==> config.mk <==
export PLATFORM = sky130hd
export DESIGN_NAME = arith_div_restoring_seq
export DESIGN_NICKNAME = d
export VERILOG_FILES = /design/src/rtl/arith_div_restoring_seq.sv
export SDC_FILE = /design/constraint.sdc
export NUM_CORES = 1
export LEC_CHECK = 0
export BUFFER_PORTS_ARGS = -buffer_cell sky130_fd_sc_hd__buf_2
export CAP_MARGIN = 25
export CORE_MARGIN = 5
export CORE_UTILIZATION = 50
export CTS_CLUSTER_SIZE = 25
export DETAILED_ROUTE_END_ITERATION = 8
export PLACE_DENSITY_LB_ADDON = 0.12
export SYNTH_ARGS = -nofsm -noshare
export SYNTH_HDL_FRONTEND = slang
export SYNTH_SLANG_ARGS = --single-unit
==> constraint.sdc <==
create_clock -name clk -period 2.98 [get_ports clk]
set_input_delay 0.596 -clock clk [delete_from_list [all_inputs] [get_ports clk]]
set_output_delay 0.596 -clock clk [all_outputs]
set_load 0.1 [all_outputs]
==> src/rtl/arith_div_restoring_seq.sv <==


module arith_div_restoring_seq #(
    parameter int OP_W    = 32,
    parameter int IN_PIPE = 1
) (
    input  logic            clk,
    input  logic            a_rst_n,
    input  logic            in_vld,
    output logic            in_rdy,
    input  logic [OP_W-1:0] in_a,
    input  logic [OP_W-1:0] in_b,
    output logic            out_vld,
    input  logic            out_rdy,
    output logic [OP_W-1:0] out_q,
    output logic [OP_W-1:0] out_r,
    output logic            out_div0
);

    localparam int CW = (OP_W > 2) ? $clog2(OP_W) : 1;

    typedef enum logic [1:0] {
        S_IDLE,
        S_LOAD,
        S_RUN,
        S_DONE
    } state_t;

    state_t state;
    state_t state_nxt;

    logic [OP_W-1:0] a_reg;
    logic [OP_W-1:0] b_reg;
    logic [OP_W-1:0] rem;
    logic [CW-1:0]   cnt;
    logic            div0;

    logic [OP_W:0]   sh;
    logic [OP_W:0]   t;
    logic            qbit;
    logic [OP_W-1:0] rem_nxt;
    logic [OP_W-1:0] quo_nxt;
    logic            accept;
    logic            last;

    // Ready is forced low while reset is held, not just after the edge.
    assign in_rdy  = a_rst_n && (state == S_IDLE);
    assign out_vld = (state == S_DONE);
    assign accept  = in_vld && in_rdy;
    assign last    = (cnt == '0);

    // Rem MSB stays in the shift so the trial subtract is exact.
    assign sh      = {rem, a_reg[OP_W-1]};
    assign t       = sh - {1'b0, b_reg};
    assign qbit    = ~t[OP_W];
    assign rem_nxt = qbit ? t[OP_W-1:0] : sh[OP_W-1:0];
    assign quo_nxt = {a_reg[OP_W-2:0], qbit};

    always_comb begin
        state_nxt = state;
        unique case (state)
            S_IDLE: begin
                if (accept) begin
                    state_nxt = (IN_PIPE != 0) ? S_LOAD : S_RUN;
                end
            end
            S_LOAD: state_nxt = S_RUN;
            S_RUN: begin
                if (last) begin
                    state_nxt = S_DONE;
                end
            end
            S_DONE: begin
                if (out_rdy) begin
                    state_nxt = S_IDLE;
                end
            end
            default: state_nxt = S_IDLE;
        endcase
    end

    always_ff @(posedge clk or negedge a_rst_n) begin
        if (!a_rst_n) begin
            state <= S_IDLE;
        end else begin
            state <= state_nxt;
        end
    end

    always_ff @(posedge clk or negedge a_rst_n) begin
        if (!a_rst_n) begin
            a_reg    <= '0;
            b_reg    <= '0;
            rem      <= '0;
            cnt      <= '0;
            div0     <= 1'b0;
            out_q    <= '0;
            out_r    <= '0;
            out_div0 <= 1'b0;
        end else begin
            unique case (state)
                S_IDLE: begin
                    if (accept) begin
                        a_reg    <= in_a;
                        b_reg    <= in_b;
                        out_div0 <= 1'b0;
                        if (IN_PIPE == 0) begin
                            rem  <= '0;
                            cnt  <= CW'(OP_W - 1);
                            div0 <= (in_b == '0);
                        end
                    end
                end
                S_LOAD: begin
                    rem  <= '0;
                    cnt  <= CW'(OP_W - 1);
                    div0 <= (b_reg == '0);
                end
                S_RUN: begin
                    rem   <= rem_nxt;
                    a_reg <= quo_nxt;
                    cnt   <= cnt - 1'b1;
                    if (last) begin
                        out_q    <= quo_nxt;
                        out_r    <= rem_nxt;
                        out_div0 <= div0;
                    end
                end
                S_DONE: begin
                end
                default: begin
                end
            endcase
        end
    end

endmodule
==> metrics.cfg <==
[drt]
remaining_drc_errors = 0
first_pass_iters = 5
route.vias.total = 6915
drtIter0Drc = 474
wl_um = 21270
via_per_inst = 5.340
drt-wirelength-per-cell_um = 16.43
final_antenna_net_count = 0

[synth]
synth_cell_types = 60
seq_area_frac_synth = 0.4763
synth_area_um2 = 8880
ys.flop_type = dfrtp_1
syn-mean-instance-area_um2 = 9.955
synth_cells = 892
synth_nets = 1000
yosys_warnings = 0
ys_ff_latch = 169
async_reset_ff_frac = 1.000
synth_edf_count = 0

[clocking]
clkLatencyLatePin_ns = 0.43
cts_tree = done
clk_pin_slew_worst_paths_ns = 0.07
numCtsBuffers = 17
h-tree-depth = 4
clk_path_buf_depth = 2
cts.hold.buffers_added = 0
clkSinkCount = 169
ctsRootBufferMaster = clkbuf_16

[setup_path]
reg2reg_to = rem[12]$_DFFE_PN0P_
reg2reg_slack_ns = 0.11
cp_data_arrival_time_ns = 3.14
crit_start = b_reg[19]$_DFFE_PN0P_
r2r_start = b_reg[19]$_DFFE_PN0P_
critPathRequiredTime_ns = 3.25
critical_path_class = reg -> reg
cp_max_fo = 23
worst_setup_path_end_kind = register
cp-start-kind = register
worstRegToRegCells = 13

[flow_run]
max_cap_viol_count = 0

[global_route]
grt_pass1_wl_um = 35350
grt_max_degree = 130
grt.total_usage = 0.2154
overflow = 0
antenna_found_initial = 1
first_global_vias = 7077

[timing]
tightestPinTransition_ns = 0.8373
setup_viol = 0
period_share = 0.9618
finalCriticalPeriod_ns = 2.866
grt_setup_unrepaired = yes
slew_viol_final = 0
max_freq_ghz = 0.3489
slew-limit-headroom = 0.4397
clock-skew-final_ns = 0.009027
hold_viol_final = 0

[layout]
syn2layout_area_growth_pct = 21.43
antennaDiodeCount = 0
fillCellCount = 1453
final_nets = 1165
drive_gt1_frac = 0.2991
design_area_um2 = 10780

[floorplanning]
die_area_um2 = 20520
rows = 48
fp.coreArea_um2 = 17360
fp.dieH_um = 143.3
dieWidth_um = 143.3
ios = 135
start_util = 0.5116

[power_and_ir_drop]
peakVddDrop_mv = 0.4747
p_per_area_nw_per_um2 = 830.8
power.total_mw = 8.958
leakage_nw = 5.338

[placed_design]
place_congestion = 0.8992
dp_hpwl_um = 15600
placedInstanceArea_um2 = 10100
io_buffers = 134

[run_status]
status = finished, final reports clean

[min_path]
hold_class = in -> async

==> per-layer routing <==
metal / vias up / share of wire / track usage
met1: 3295 / 0.44 / 0.2824
met3: 22 / 0.071 / 0.06832
li1: 3431 / - / -
met5: - / 0.00061 / 0
met2: 165 / 0.47 / 0.3400
met4: 2 / 0.020 / 0.07384
==> cells by family after synthesis <==
kind of cell	share of synthesized area
adders and majority gates	0.05721
DFF	0.4763
AOI/OAI and AO/OA	0.1532
and+or+nand+nor	0.1013
buffers and inverters	0.05692
muxes	0.1234
xor gates and xnor gates	0.03170
==> cell usage after synthesis, types with 3 or more instances <==
library cell,count,area [µm²]
buf_4,4,30.03
a31oi_1,5,31.28
nand4_1,10,62.56
inv_1,79,296.5
nor4_1,7,43.79
dfrtp_1,169,4229
buf_2,7,35.03
mux2i_1,33,330.3
o21bai_1,4,30.03
a21o_1,7,52.55
xnor2_1,15,131.4
and3_1,5,31.28
mux2_2,68,765.7
buf_1,3,11.26
nor2_1,80,300.3
nor2b_1,3,18.77
xor2_1,14,122.6
nor3_1,8,40.04
nand2b_1,4,25.02
o22ai_1,31,193.9
ha_1,39,488.0
o211ai_1,3,22.52
nand2_1,65,244.0
a21oi_1,89,445.4
clkbuf_1,31,116.4
nand3_1,11,55.05
o21ai_0,49,245.2
o21ai_1,11,55.05
==> power by group <==
part,internal [mW],switching (mW),total (mW)
combinational,1.49,2.12,3.61
clock,1.15,1.04,2.19
sequential,2.78,0.374,3.16
total,5.42,3.54,8.96
==> worst max-delay path: stages (launching register included) <==
cell and delay (ns):
dfrtp_1 0.36, inv_1 0.05, ha_1 0.37, and2_4 0.20, a221o_1 0.35, o21ai_1 0.21
nand4_1 0.15, nand2_2 0.14, xnor2_4 0.17, buf_12 0.20, buf_4 0.15, nor2_1 0.05
a21oi_1 0.18, o22ai_1 0.13
==> how the worst max path moves through the flow <==
stage | end
after CTS | rem[26]$_DFFE_PN0P_
after floorplan | a_reg[10]$_DFFE_PN0P_
final | rem[12]$_DFFE_PN0P_
after global routing | rem[12]$_DFFE_PN0P_
after global placement | rem[26]$_DFFE_PN0P_
after detailed placement | out_r[16]$_DFFE_PN0P_
==> stage by stage <==
step	hold slack [ns]	setup slack (ns)	cells	TNS, ns	util
floorplan	0.3004	0.2432	892	0	-
global placement	0.4599	0.08797	1259	0	0.5820
detailed placement	0.4654	-0.01338	1259	-0.01678	0.5820
CTS	0.2907	0.002872	1292	0	0.6168
global route	0.3221	-0.05127	1295	-0.08144	0.6213
finish	0.2670	0.1138	1295	0	0.6213
==> cell type report <==
type | instances | area, µm² | area share
well taps | 225 | 281.5 | 0.02611
clock inverters | 14 | 157.7 | 0.01462
multi-input cells | 597 | 4214 | 0.3908
inverters | 79 | 296.5 | 0.02750
clock buffers | 18 | 439.2 | 0.04073
flip-flops and latches | 169 | 4229 | 0.3922
repair buffers | 193 | 1165 | 0.1080
==> layout by cell type, fill, tap and decap left out, types with 8 or more instances in the layout <==
master and n:
mux2_2 68, dfrtp_1 169, o21ai_0 49, clkbuf_16 17
mux2i_1 33, nand3_1 11, xnor2_1 15, inv_1 79
buf_4 54, ha_1 37, buf_2 133, xor2_1 14
nand2_1 64, nand4_1 10, a21oi_1 88, nor2_1 80
o22ai_1 31, nor3_1 8
==> what timing repair did <==
| action | 4_1_cts | 5_1_grt |
|---|---|---|
| setup endpoints to repair | 19 | 35 |
| cloned | 0 | 0 |
| pin swaps | 1 | 10 |
| buffers inserted | 1 | 3 |
| gates resized for setup | 0 | 11 |
Power figures use the tool's default switching activity.
